## src/rtl/dm_arb_pkg.sv

```systemverilog
// ----------------------------------------------------------------------------
// dm_arb_pkg
// Shared types and constants for the data-memory arbiter.
//   state_t          : arbiter FSM states
//   PORT_CPU/PORT_IO : requester identifiers used by the picker and grant regs
//   last_legal()     : highest byte address at which a full 4-byte word fits
//   LAST_LEGAL_ADDR  : last_legal() for the default 12-bit address space
// ----------------------------------------------------------------------------
package dm_arb_pkg;

    typedef enum logic [1:0] {
        ST_IDLE   = 2'd0,
        ST_ACCESS = 2'd1,
        ST_RESP   = 2'd2
    } state_t;

    localparam logic PORT_CPU = 1'b0;
    localparam logic PORT_IO  = 1'b1;

    // A word occupies addr..addr+3, so the top three byte addresses cannot
    // start a word.
    function automatic int last_legal(input int addr_w);
        return (1 << addr_w) - 4;
    endfunction

    localparam int LAST_LEGAL_ADDR = last_legal(12);

endpackage

```

## src/rtl/dm_rr_pick.sv

```systemverilog
// ----------------------------------------------------------------------------
// dm_rr_pick
// Combinational two-way round-robin picker.
//   req[1:0] in  : request vector, index = port ID (0 = CPU, 1 = IO)
//   last     in  : port ID that received the previous grant
//   gnt_vld  out : at least one request is present
//   gnt_id   out : winning port ID (0 when nothing is requested)
// A lone requester always wins; on a tie the port that was not granted last
// wins, so a waiting loser is always served next.
// ----------------------------------------------------------------------------
module dm_rr_pick
    import dm_arb_pkg::*;
(
    input  logic [1:0] req,
    input  logic       last,
    output logic       gnt_vld,
    output logic       gnt_id
);

    always_comb begin
        gnt_vld = |req;
        gnt_id  = PORT_CPU;
        if (&req) begin
            gnt_id = ~last;
        end else if (req[PORT_IO]) begin
            gnt_id = PORT_IO;
        end
    end

endmodule

```

## src/rtl/dm_arbiter.sv

```systemverilog
// ----------------------------------------------------------------------------
// dm_arbiter
// Shares a byte-addressable data memory (32-bit big-endian word port) between
// the CPU MEM stage and the IO/DMA port. Each accepted request runs
// IDLE -> ACCESS -> RESP; a rejected request goes IDLE -> RESP without
// touching the memory.
//
// Ports
//   clk, reset_n                  clock, asynchronous active-low reset
//   cpu_req/wr/addr/wdata, cpu_ack CPU request channel and completion pulse
//   io_req/wr/addr/wdata,  io_ack  IO request channel and completion pulse
//   rsp_rdata, rsp_err             response, valid while either ack is high
//   dm_cs/dm_wr/dm_rd/dm_addr/dm_din  registered memory controls and data
//   dm_dout                        memory read data (high-Z when not reading)
//   busy                           FSM is not in IDLE
//
// Build option
//   DM_ARB_ALIGN_CHK_EN : when defined, addresses with addr[1:0] != 0 are
//                         rejected in addition to out-of-range addresses.
// ----------------------------------------------------------------------------
module dm_arbiter
    import dm_arb_pkg::*;
#(
    parameter int ADDR_W = 12,
    parameter int DATA_W = 32
) (
    input  logic              clk,
    input  logic              reset_n,
    input  logic              cpu_req,
    input  logic              cpu_wr,
    input  logic [ADDR_W-1:0] cpu_addr,
    input  logic [DATA_W-1:0] cpu_wdata,
    output logic              cpu_ack,
    input  logic              io_req,
    input  logic              io_wr,
    input  logic [ADDR_W-1:0] io_addr,
    input  logic [DATA_W-1:0] io_wdata,
    output logic              io_ack,
    output logic [DATA_W-1:0] rsp_rdata,
    output logic              rsp_err,
    output logic              dm_cs,
    output logic              dm_wr,
    output logic              dm_rd,
    output logic [ADDR_W-1:0] dm_addr,
    output logic [DATA_W-1:0] dm_din,
    input  logic [DATA_W-1:0] dm_dout,
    output logic              busy
);

    localparam logic [ADDR_W-1:0] LAST_ADDR = ADDR_W'(last_legal(ADDR_W));

    function automatic logic is_rejected(input logic [ADDR_W-1:0] a);
`ifdef DM_ARB_ALIGN_CHK_EN
        return (a > LAST_ADDR) || (a[1:0] != 2'b00);
`else
        return (a > LAST_ADDR);
`endif
    endfunction

    state_t            state, state_nx;
    logic              last_grant, last_nx;
    logic              win_id, win_nx;
    logic              gnt_vld, gnt_id;
    logic              sel_wr;
    logic [ADDR_W-1:0] sel_addr;
    logic [DATA_W-1:0] sel_wdata;

    logic              cs_nx, wr_nx, rd_nx, err_nx, cack_nx, iack_nx;
    logic [ADDR_W-1:0] addr_nx;
    logic [DATA_W-1:0] din_nx, rdata_nx;

    dm_rr_pick u_pick (
        .req     ({io_req, cpu_req}),
        .last    (last_grant),
        .gnt_vld (gnt_vld),
        .gnt_id  (gnt_id)
    );

    assign sel_wr    = (gnt_id == PORT_IO) ? io_wr    : cpu_wr;
    assign sel_addr  = (gnt_id == PORT_IO) ? io_addr  : cpu_addr;
    assign sel_wdata = (gnt_id == PORT_IO) ? io_wdata : cpu_wdata;

    assign busy = (state != ST_IDLE);

    always_comb begin
        state_nx = state;
        last_nx  = last_grant;
        win_nx   = win_id;
        cs_nx    = 1'b0;
        wr_nx    = 1'b0;
        rd_nx    = 1'b0;
        addr_nx  = dm_addr;
        din_nx   = dm_din;
        rdata_nx = rsp_rdata;
        err_nx   = 1'b0;
        cack_nx  = 1'b0;
        iack_nx  = 1'b0;
        case (state)
            ST_IDLE: begin
                if (gnt_vld) begin
                    win_nx  = gnt_id;
                    last_nx = gnt_id;
                    if (is_rejected(sel_addr)) begin
                        // Skip ACCESS entirely: answer in the next cycle.
                        state_nx = ST_RESP;
                        err_nx   = 1'b1;
                        rdata_nx = '0;
                        cack_nx  = (gnt_id == PORT_CPU);
                        iack_nx  = (gnt_id == PORT_IO);
                    end else begin
                        state_nx = ST_ACCESS;
                        cs_nx    = 1'b1;
                        wr_nx    = sel_wr;
                        rd_nx    = ~sel_wr;
                        addr_nx  = sel_addr;
                        din_nx   = sel_wdata;
                    end
                end
            end
            ST_ACCESS: begin
                // dm_dout is only driven while dm_rd is high, i.e. now.
                state_nx = ST_RESP;
                rdata_nx = dm_wr ? '0 : dm_dout;
                cack_nx  = (win_id == PORT_CPU);
                iack_nx  = (win_id == PORT_IO);
            end
            ST_RESP: begin
                state_nx = ST_IDLE;
            end
            default: begin
                state_nx = ST_IDLE;
            end
        endcase
    end

    always_ff @(posedge clk or negedge reset_n) begin
        if (!reset_n) begin
            state      <= ST_IDLE;
            last_grant <= PORT_IO;
            win_id     <= PORT_CPU;
            dm_cs      <= 1'b0;
            dm_wr      <= 1'b0;
            dm_rd      <= 1'b0;
            dm_addr    <= '0;
            dm_din     <= '0;
            rsp_rdata  <= '0;
            rsp_err    <= 1'b0;
            cpu_ack    <= 1'b0;
            io_ack     <= 1'b0;
        end else begin
            state      <= state_nx;
            last_grant <= last_nx;
            win_id     <= win_nx;
            dm_cs      <= cs_nx;
            dm_wr      <= wr_nx;
            dm_rd      <= rd_nx;
            dm_addr    <= addr_nx;
            dm_din     <= din_nx;
            rsp_rdata  <= rdata_nx;
            rsp_err    <= err_nx;
            cpu_ack    <= cack_nx;
            io_ack     <= iack_nx;
        end
    end

endmodule
```

## config.mk

```make
export PLATFORM = sky130hd
export DESIGN_NAME = dm_arbiter
export DESIGN_NICKNAME = d
export VERILOG_FILES = /design/src/rtl/dm_arb_pkg.sv /design/src/rtl/dm_rr_pick.sv /design/src/rtl/dm_arbiter.sv
export SDC_FILE = /design/constraint.sdc
export NUM_CORES = 1
export LEC_CHECK = 0
export BUFFER_PORTS_ARGS = -buffer_cell sky130_fd_sc_hd__buf_2
export CAP_MARGIN = 20
export CORE_MARGIN = 3
export CORE_UTILIZATION = 48
export CTS_BUF_LIST = sky130_fd_sc_hd__clkbuf_8 sky130_fd_sc_hd__clkbuf_16
export DETAILED_ROUTE_END_ITERATION = 10
export PLACE_DENSITY = 0.93
export SYNTH_ARGS = -nofsm -noshare
export SYNTH_HDL_FRONTEND = slang
export SYNTH_SLANG_ARGS = --single-unit
```

## constraint.sdc

```tcl
create_clock -name clk -period 3 [get_ports clk]
set_input_delay 0.6 -clock clk [delete_from_list [all_inputs] [get_ports clk]]
set_output_delay 0.6 -clock clk [all_outputs]
set_load 0.1 [all_outputs]
```

; After elaboration in Yosys (flattened, before gate mapping)
; Index checks and enable logic that the tools add are counted.
[word_totals]
n_memories = 0
inputBits = 126
output_inout_bits = 83
ram_bits = 0
wordCells = 59
latchBits = 0
reg_bits = 86
romBits = 0
[classes]
reduce_logical = 8
n_mul = 0
add_sub_neg = 0
order_cmp = 1
shifts = 0
mux = 30
div_mod_pow = 0
n_eq_ne = 3
bitwise_logic = 5
[ops]
columns = cell, n
row1 = 32-bit 2-to-1 mux, 4
row2 = 32-bit one-hot mux with 2 select lines, 1
row3 = 1-bit 2-to-1 mux, 19
row4 = "12-bit greater-than comparator, second input constant", 1
row5 = 12-bit 2-to-1 mux, 1
row6 = 3-bit AND reduction, 2
row7 = 1-bit inverter, 5
row8 = 2-bit 2-to-1 mux, 2
row9 = "2-bit inequality test, second input constant", 2
row10 = 1-bit one-hot mux with 2 select lines, 2
row11 = 2-bit one-hot mux with 2 select lines, 1
row12 = 2-bit AND reduction, 2
row13 = 2-bit nonzero test, 2
row14 = "2-bit by 1-bit equality test with 1-bit output, second input constant", 1
row15 = 2-bit logical NOT, 1
row16 = 2-bit OR reduction, 1

; Longest topological paths before layout
; Gate-level depths: netlist of the first run.
[logic_depth]
ltp_word = 7
mapped_depth = 7
depth_no_buf = 4

; Modules after synthesis
; A second synthesis of the first run with hierarchy kept.
[hier_totals]
hier_cells = 341
hier_area_um2 = 4098.9
[modules_own_cells]
columns = module, area_per_inst_um2, cells_each, seq_area_each_um2, instances
row1 = dm_arbiter, 4085.2, 339, 2153.3, 1
row2 = dm_rr_pick, 13.8, 2, 0.0, 1

; Worst setup path before layout of the first run
; No wires, ideal clock.
[synth_path]
path_kind = input to register
startpoint = input io_req
endpoint = register dm_din[0]
setup_ps = 128
slack_ps = 864
arrival_time_ps = 2008
path_buffers = 2
required_ps = 2872
path_stages = 5
cell_sequence = a21bo_1 -> buf_2 -> clkbuf_1 -> mux2_2 -> mux2_1
[synth_between]
elab_chain_cells = 6
elab_cells_between_ends = 9
classes_between = order compare (1) / mux (4) / bitwise (1) / reduce/logical (3)
[synth_lines]
columns = item, line_no
row1 = "start, declared", dm_arbiter.sv:34  ; input logic io_req,
row2 = 1-bit 2-to-1 mux or 2-bit AND reduction (tied branches), "dm_rr_pick.sv:25, dm_rr_pick.sv:23"
row3 = 1-bit 2-to-1 mux, dm_rr_pick.sv:23  ; if (&req) begin
row4 = 12-bit 2-to-1 mux, dm_arbiter.sv:80  ; assign sel_addr = (gnt_id == PORT_IO) ? io_addr : cpu_addr;
row5 = 12-bit greater-than comparator, dm_arbiter.sv:56  ; return (a > LAST_ADDR);
row6 = 1-bit inverter (no source line), --
row7 = 3-bit AND reduction (no source line), --
row8 = "end signal, assigned", dm_arbiter.sv:158  ; dm_din <= din_nx;
row9 = "end, declared", dm_arbiter.sv:45  ; output logic [DATA_W-1:0] dm_din,
; Several ways; a longest one is shown, not always the timed one.
; A chain may end at the register's enable or synchronous reset.

; Final worst setup path of the first run
[layout_path]
startpoint = register last_grant
endpoint = register dm_din[30]
[layout_between]
elab_chain_cells = 6
elab_cells_between_ends = 7
classes_between = order compare (1) / mux (3) / bitwise (2) / reduce/logical (1)
[layout_lines]
columns = item, line_no
row1 = "start, declared", dm_arbiter.sv:61  ; logic last_grant, last_nx;
row2 = "start signal, assigned", dm_arbiter.sv:152  ; last_grant <= last_nx;
row3 = 1-bit inverter (*), dm_rr_pick.sv:24  ; gnt_id = ~last;
row4 = 1-bit 2-to-1 mux (*), dm_rr_pick.sv:23
row5 = 12-bit 2-to-1 mux, dm_arbiter.sv:80
row6 = 12-bit greater-than comparator, dm_arbiter.sv:56
row7 = 1-bit inverter (no source line), --
row8 = 3-bit AND reduction (no source line), --
; Mark *: on every way between the ends. The rest lies on a longest branch, timed or not.

==> results.json, run 1 <==
{
  "drc_errors": 0,
  "rsz0062_at_grt": "false",
  "final.period_utilization": 0.697,
  "cp_num_buf_inv": 1,
  "synthTopCellsByCount": "dfrtp_1 (85), mux2_2 (38), mux2_1 (36)",
  "ctsResizeCount": 0,
  "grt_max_degree": 87,
  "ys.flop_type": "dfrtp_1",
  "cts_hold_buf": 0,
  "drv_slew": 0,
  "coreArea_sq_um": 7450,
  "die-area_sq_um": 9020,
  "yosys.area.top_type": "dfrtp_1",
  "grt_overflow_total": 0,
  "die_x_um": 95.0,
  "ys_warn_count": 0,
  "max_freq_mhz": 479,
  "postCtsSetupRepairBufs": 0,
  "status": "completed",
  "grt_pass1_vias": 3162,
  "cp_data_required_time_ps": 3210,
  "setup_viol": 0,
  "relSlewSlack": 0.560,
  "netlist_instances": 284,
  "io_pins": 209,
  "grt_pass1_wl_um": 15200,
  "nets": 616,
  "clockRootBuffer": "clkbuf_8",
  "antenna_cells": 0,
  "worst_pin_slew_ps": 655,
  "gp_congestion": 0.838,
  "start_util": 0.510,
  "hold_viol": 0,
  "cts_inserted_buffers": 9,
  "slowest_stage": "dfstp_2",
  "syn_area_sq_um": 3800,
  "ant_nets": 0,
  "critical_path_cell_count": 4,
  "ys_seq_area_frac": 0.567,
  "ys_seq_elements": 86,
  "cts.path.max_buffers": 2,
  "ff2ff_path_depth": 4,
  "antenna_found_initial": 0,
  "clock-skew-final_ps": 13.6,
  "grt.total_usage": 0.217,
  "finalSetupTns_ps": 0,
  "insertion_delay_ps": 340,
  "die_h_um": 95.0,
  "synth_edf_count": 0,
  "synth_nets": 410,
  "max_stage_delay_ps": 580,
  "clk_pin_slew_ps": 80,
  "cp_cell_sequence": "a21bo_2, buf_4, mux2_2, mux2_1",
  "critical-path-top-delay-family": "multiplexers",
  "synthArstFlopShare": 1.00,
  "vias": 3207,
  "ys_types": 29,
  "wirelength_um": 10000,
  "viasPerCell": 5.40,
  "wl_per_cell_um": 16.9,
  "critPathArrivalTime_ps": 2300,
  "holdCritPathClass": "in -> async",
  "cts_max_level": 3,
  "post_synth.cell_area_avg_sq_um": 13.4,
  "dpl.hpwl_um": 7510,
  "first_iter_violations": 142,
  "cts_sinks": 86,
  "end_kind": "flip-flop",
  "layout_min_cycle_time_ps": 2090,
  "core.rowCount": 31,
  "synth_area_leaders": "dfrtp_1 (56%), mux2_2 (11%), mux2_1 (11%), a32o_1 (8.4%), nand2_1 (3.2%)",
  "drive_gt1_frac": 0.562,
  "firstDrtPassIters": 4,
  "crit_fanout": 46,
  "yosys.area.top_type_share": 0.560,
  "yosysMostFrequentCell": "dfrtp_1",
  "areaGrowthSynthToFinish_pct": 37.4,
  "critPathKind": "reg -> reg",
  "cts_tree": "yes",
  "drv_cap": 0,
  "startpoint_type": "flip-flop",
  "portBuffers": 208
}
[area by class of cell]
type,instances,area [sq um]
Timing Repair Buffer,215,1130
Multi-Input combinational cell,177,1550
Fill cell,540,2230
Tap cell,99,124
Inverter,1,3.75
Clock inverter,5,105
Sequential cell,86,2150
Clock buffer,11,151
[through the flow]
stage          hold slack (ps)  utilization  area, sq um  instances  worst slack, ps
5_1_grt                    243        0.701         5220        594              822
3_3_place_gp               461        0.661         4930        576              797
4_1_cts                    455        0.698         5200        593              905
3_5_place_dp               471        0.663         4940        577              712
6_report                   222        0.701         5220        594              910
2_1_floorplan              304            -         3800        284              864
[flip-flops by register name, summed over array words and instances, names as in the netlist]
register	count
last_grant	1
win_id	1
dm_din	32
dm_wr	1
rsp_err	1
io_ack	1
state	2
dm_addr	12
dm_cs	1
dm_rd	1
rsp_rdata	32
cpu_ack	1
[logic make-up (layout without fill, tap and decap cells)]
logic type / after synthesis / after routing / synth area share
DFF: 86 / 86 / 0.567
and+or+nand+nor: 57 / 57 / 0.0744
buffers and inverters: 21 / 232 / 0.0263
muxes: 76 / 76 / 0.225
AOI/OAI and AO/OA: 44 / 44 / 0.108
[worst reg2reg max path, stage by stage, from the launching register on]
cell and delay [ps]:
dfstp_2 580, a21bo_2 180, buf_4 470, mux2_2 430, mux2_1 310
[cells in the final DEF (no fill, tap or decap), types with 2 or more instances in the layout]
master	netlist	routed
mux2_1	36	36
nor2_1	13	12
bufinv_16	0	3
mux2i_1	2	2
buf_4	4	5
clkbuf_8	0	11
buf_2	5	207
nor4_4	2	2
mux2_2	38	38
clkinvlp_4	0	2
o22a_1	2	2
dfrtp_1	85	85
buf_12	0	2
o211ai_1	2	2
nand4_1	4	4
a32o_1	32	32
nand2_1	32	32
[metal layers]
| metal | routed length, um | global-route usage | vias up |
|---|---|---|---|
| met5 | 0 | 0 | - |
| li1 | - | - | 1469 |
| met3 | 999 | 0.0534 | 17 |
| met4 | 191 | 0.0913 | 0 |
| met1 | 3790 | 0.264 | 1545 |
| met2 | 5030 | 0.367 | 176 |
[worst paths after layout]
check	startpoint	end	slack, ps
max	last_grant	dm_din[30]	910
max reg2reg	last_grant	dm_din[30]	910
max in group asynchronous	reset_n	last_grant	2110
min reg2reg	dm_din[1]	dm_din[1]	490
min	reset_n	rsp_rdata[18]	220
min in group clk	dm_dout[9]	rsp_rdata[9]	470
Power of run 1 is left out: the tool's default activity adds up to more than one toggle a clock period on the data nets, which glitch-free logic cannot reach.
==> run 2, diff against run 1 <==
--- a/config.mk
+++ b/config.mk
@@ -8,10 +8,10 @@
 export BUFFER_PORTS_ARGS = -buffer_cell sky130_fd_sc_hd__buf_2
 export CAP_MARGIN = 20
 export CORE_MARGIN = 3
-export CORE_UTILIZATION = 48
+export CORE_UTILIZATION = 45
 export CTS_BUF_LIST = sky130_fd_sc_hd__clkbuf_8 sky130_fd_sc_hd__clkbuf_16
 export DETAILED_ROUTE_END_ITERATION = 10
-export PLACE_DENSITY = 0.93
+export PLACE_DENSITY = 0.89
 export SYNTH_ARGS = -nofsm -noshare
 export SYNTH_HDL_FRONTEND = slang
 export SYNTH_SLANG_ARGS = --single-unit
==> constraint.sdc (replaced) <==
create_clock -name clk -period 2.01 [get_ports clk]
set_input_delay 0.402 -clock clk [delete_from_list [all_inputs] [get_ports clk]]
set_output_delay 0.402 -clock clk [all_outputs]
set_load 0.1 [all_outputs]
==> results.json, run 2 (synthesized netlist as in run 1, its figures left out) <==
{
  "die_h_um": 97.9,
  "min_path_cells": 2,
  "clockRootBuffer": "clkbuf_8",
  "cts_sinks": 86,
  "final.period_utilization": 0.928,
  "ff2ff_path_depth": 6,
  "ctsResizeCount": 0,
  "start_util": 0.477,
  "drive_gt1_frac": 0.565,
  "portBuffers": 208,
  "crit_fanout": 33,
  "wl_per_cell_um": 16.7,
  "antenna_cells": 0,
  "worstHoldStart": "dm_dout[28]",
  "drv_cap": 0,
  "die-area_sq_um": 9580,
  "relSlewSlack": 0.661,
  "gp_congestion": 0.874,
  "io_pins": 209,
  "insertion_delay_ps": 330,
  "drv_slew": 0,
  "nets": 623,
  "hold_viol": 0,
  "cts_tree": "yes",
  "first_iter_violations": 87,
  "reg_top3": "dm_din x32, rsp_rdata x32, dm_addr x12",
  "ant_nets": 0,
  "preCtsSetupSlack_ps": -2.12,
  "wirelength_um": 10100,
  "fin_ws_ps": 144,
  "grt_overflow_total": 0,
  "critPathKind": "reg -> reg",
  "layout.cells.most_common": "buf_2",
  "layout_min_cycle_time_ps": 1870,
  "viasPerCell": 5.34,
  "rsz0062_at_grt": "false",
  "critPathArrivalTime_ps": 2080,
  "firstDrtPassIters": 4,
  "vias": 3218,
  "rrSetupSlack_ps": 140,
  "cts.path.max_buffers": 2,
  "rr_startpoint": "last_grant",
  "cp_data_required_time_ps": 2220,
  "drc_errors": 0,
  "holdPathEnd": "rsp_rdata[28]",
  "cts_max_level": 3,
  "cts_inserted_buffers": 9,
  "coreArea_sq_um": 7970,
  "finalCoreUtilization": 0.660,
  "grt_pass1_wl_um": 16300,
  "max_freq_mhz": 536,
  "grt.total_usage": 0.210,
  "end_kind": "flip-flop",
  "areaGrowthSynthToFinish_pct": 38.4,
  "die_x_um": 97.9,
  "dpl.hpwl_um": 7740,
  "status": "completed",
  "grt_pass1_vias": 3447,
  "startpoint_type": "flip-flop",
  "antenna_found_initial": 0,
  "grt_max_degree": 82,
  "holdCritPathClass": "in -> reg",
  "clk_pin_slew_ps": 80,
  "worst_pin_slew_ps": 512,
  "core.rowCount": 32,
  "clock-skew-final_ps": 8.83,
  "reg2reg_to": "rsp_rdata[2]",
  "final_cell_mix": "buf_2 (207), dfrtp_1 (85), mux2_2 (38)",
  "setup_viol": 0
}
## run 2: changes by cell type in the layout (fill, tap and decap cells not counted)
cell and delta:
buf_4 +5, clkinvlp_4 -2, clkinv_2 +2, buf_8 -1
dlygate4sd3_1 +1, buf_12 +2, bufinv_16 -1
## run 2: per-stage QoR
step / TNS, ps / cells / hold slack (ps) / area (sq um)
after floorplan: -240 / 284 / 106 / 3800
after global routing: 0 / 603 / 265 / 5260
final: 0 / 603 / 280 / 5260
after CTS: 0 / 603 / 263 / 5260
after detailed placement: -2.40 / 587 / 219 / 5030
after global placement: 0 / 587 / 217 / 5030
## run 2: worst max-delay path: stages (launching register included)
cell and delay [ps]:
dfstp_2 400, a21bo_2 260, nor4_4 370, buf_4 200, o21ai_2 70, buf_12 170, a32o_1 270
## run 2: cell type report
type / instances / area (sq um)
well taps: 102 / 128
clock buffers: 11 / 151
flip-flops and latches: 86 / 2150
repair buffers: 222 / 1200
multi-input cells: 177 / 1550
fillers: 630 / 2710
inverters: 1 / 3.75
clock inverters: 4 / 70.1
## run 2: how the worst max path moves through the flow
stage / depth (start not counted) / end / startpoint / slack [ps]
finish: 6 / rsp_rdata[2] / last_grant / 140
global route: 6 / rsp_rdata[15] / last_grant / 70
CTS: 6 / rsp_rdata[2] / last_grant / 140
detailed placement: 7 / rsp_rdata[22] / io_req / -2
global placement: 6 / dm_din[12] / cpu_addr[0] / 80
floorplan: 5 / dm_din[0] / last_grant / -10
## run 2: routing by layer
layer / wire, um / part of all wire / GRT usage / vias to the layer above
met1: 3690 / 0.36 / 0.236 / 1540
li1: - / - / - / 1480
met5: 0 / 0 / 0 / -
met4: 195 / 0.019 / 0.0671 / 0
met3: 891 / 0.088 / 0.0571 / 22
met2: 5320 / 0.53 / 0.383 / 176
## run 2: timing repair
action / 4_1_cts / 5_1_grt
endpoints found under the hold margin: 5 / 0
setup buffers: 0 / 0
hold buffers: 1 / 0
Power of run 2 is left out for the same reason.
==> run 3, diff against run 2 <==
--- a/config.mk
+++ b/config.mk
@@ -8,10 +8,12 @@
 export BUFFER_PORTS_ARGS = -buffer_cell sky130_fd_sc_hd__buf_2
 export CAP_MARGIN = 20
 export CORE_MARGIN = 3
-export CORE_UTILIZATION = 45
+export CORE_UTILIZATION = 49
 export CTS_BUF_LIST = sky130_fd_sc_hd__clkbuf_8 sky130_fd_sc_hd__clkbuf_16
 export DETAILED_ROUTE_END_ITERATION = 10
-export PLACE_DENSITY = 0.89
+export PLACE_DENSITY = 0.93
+export SETUP_SLACK_MARGIN = 0.15
 export SYNTH_ARGS = -nofsm -noshare
 export SYNTH_HDL_FRONTEND = slang
+export SYNTH_HIERARCHICAL = 1
 export SYNTH_SLANG_ARGS = --single-unit
==> constraint.sdc (replaced) <==
create_clock -name clk -period 2.32 [get_ports clk]
set_input_delay 0.464 -clock clk [delete_from_list [all_inputs] [get_ports clk]]
set_output_delay 0.464 -clock clk [all_outputs]
set_load 0.1 [all_outputs]
==> results.json, run 3 <==
{
  "status": "completed",
  "viasPerCell": 5.23,
  "ys_warn_count": 6,
  "die_h_um": 97.5,
  "core.rowCount": 32,
  "final.period_utilization": 0.912,
  "end_kind": "flip-flop",
  "max_stage_delay_ps": 580,
  "antenna_found_initial": 0,
  "clock-skew-final_ps": 12.4,
  "vias": 3429,
  "grt_pass1_wl_um": 17500,
  "yosys.area.top_type_share": 0.519,
  "layout_min_cycle_time_ps": 2120,
  "relSlewSlack": 0.622,
  "grt_pass1_vias": 3638,
  "synth_area_leaders": "dfrtp_1 (52%), mux2_4 (10%), mux2_2 (9.3%), nand2b_1 (5.2%), o22ai_1 (5.0%)",
  "critPathKind": "reg -> reg",
  "areaGrowthSynthToFinish_pct": 34.6,
  "post_synth.cell_area_avg_sq_um": 12.0,
  "io_pins": 209,
  "synthArstFlopShare": 1.00,
  "clk_pin_slew_ps": 90,
  "netlist_instances": 341,
  "synth_edf_count": 0,
  "drv_cap": 0,
  "fill_cells": 598,
  "cp_data_required_time_ps": 2540,
  "wl_per_cell_um": 16.3,
  "cts_max_level": 3,
  "clockRootBuffer": "clkbuf_8",
  "grt.total_usage": 0.226,
  "ys_seq_elements": 86,
  "drc_errors": 0,
  "drv_slew": 0,
  "finalNonFillerCells": 656,
  "die-area_sq_um": 9500,
  "nets": 675,
  "wirelength_um": 10700,
  "start_util": 0.517,
  "worst_pin_slew_ps": 567,
  "rrSetupSlack_ps": 200,
  "critPathArrivalTime_ps": 2340,
  "synth_nets": 467,
  "ys_types": 31,
  "setup_viol": 0,
  "ff2ff_path_depth": 7,
  "yosys.area.top_type": "dfrtp_1",
  "synthTopCellsByCount": "dfrtp_1 (85), nand2_1 (45), mux2_2 (34), nand2b_1 (34), o22ai_1 (33)",
  "yosysMostFrequentCell": "dfrtp_1",
  "cts_hold_buf": 0,
  "dpl.hpwl_um": 8090,
  "reg_top3": "dm_din x32, rsp_rdata x32, dm_addr x12",
  "portBuffers": 208,
  "first_iter_violations": 96,
  "cts_tree": "yes",
  "die_x_um": 97.5,
  "startpoint_type": "flip-flop",
  "gp_congestion": 0.878,
  "antenna_cells": 0,
  "grt_overflow_total": 0,
  "reg2reg_to": "dm_din[19]",
  "coreArea_sq_um": 7930,
  "cp_cell_sequence": "a21boi_4, nor2b_2, nand4_1, a221o_1, and2_4, buf_12, mux2_1",
  "layout.cells.most_common": "buf_2",
  "syn_area_sq_um": 4100,
  "drive_gt1_frac": 0.558,
  "ys_seq_area_frac": 0.525,
  "ys.flop_type": "dfrtp_1",
  "cts.path.max_buffers": 2,
  "ant_nets": 0,
  "slowest_stage": "dfstp_2",
  "max_freq_mhz": 473,
  "firstDrtPassIters": 6,
  "insertion_delay_ps": 340,
  "rr_startpoint": "last_grant",
  "crit_fanout": 18,
  "dp_cells": 638,
  "final_cell_mix": "buf_2 (207), dfrtp_1 (85), nand2_1 (45)",
  "cts_inserted_buffers": 9,
  "hold_viol": 0,
  "rsz0062_at_grt": "true",
  "holdCritPathClass": "in -> async",
  "cts_sinks": 86,
  "grt_max_degree": 46
}
run 3: worst max path at each step:
stage	startpoint	to	slack [ps]	cells after the start
2_1_floorplan	io_req	dm_addr[0]	150	9
3_3_place_gp	cpu_req	dm_din[14]	60	8
3_5_place_dp	cpu_req	dm_din[19]	-40	8
4_1_cts	last_grant	dm_din[19]	220	7
5_1_grt	last_grant	dm_din[19]	140	7
6_report	last_grant	dm_din[19]	200	7
run 3: cell families (layout without fill, tap and decap cells):
family,after synthesis,count (layout),share of synthesized area
flip-flops,86,86,0.525
buffers and inverters,26,239,0.0348
AO/OA/AOI/OAI,53,53,0.0846
AND/OR/NAND/NOR,100,100,0.123
multiplexers,76,76,0.232
run 3: per-layer routing:
layer | up-vias | routed length (um) | track usage
li1 | 1608 | - | -
met1 | 1628 | 4110 | 0.269
met2 | 174 | 5490 | 0.393
met3 | 19 | 918 | 0.0610
met4 | 0 | 200 | 0.0820
met5 | - | 0 | 0
run 3: what timing repair did:
action / in CTS / in global routing
cloned: 1 / 0
setup buffers: 1 / 0
pin swaps: 2 / 0
endpoints found under the setup margin: 28 / 1
gates resized for setup: 3 / 0
run 3: cell type report:
cell class                 count  area (sq um)  share of cell area
clock buffer                   9           124              0.0224
clock inverter                 7          73.8              0.0134
inverter                       1          3.75            0.000680
multi-input combinational    229          1830               0.332
sequential                    86          2150               0.390
tap                          102           128              0.0231
timing repair buffer         222          1210               0.219
run 3: worst max-delay path, delay by kind of cell (launching register included):
family / cells / cell delay (ps)
multiplexers: 1 / 330
AO/OA/AOI/OAI: 2 / 450
flip-flops: 1 / 580
buffers and inverters: 1 / 170
AND/OR/NAND/NOR: 3 / 460
run 3: through the flow:
step	hold WS, ps	utilization	instance area [sq um]	TNS (ps)	setup WS [ps]
floorplan	168	-	4110	0	153
detailed placement	471	0.666	5280	-99.4	-42.9
CTS	84.6	0.696	5520	0	215
global route	104	0.696	5520	0	136
finish	84.1	0.696	5520	0	204
global placement	456	0.666	5280	0	59.9
Power of run 3 is left out for the same reason.
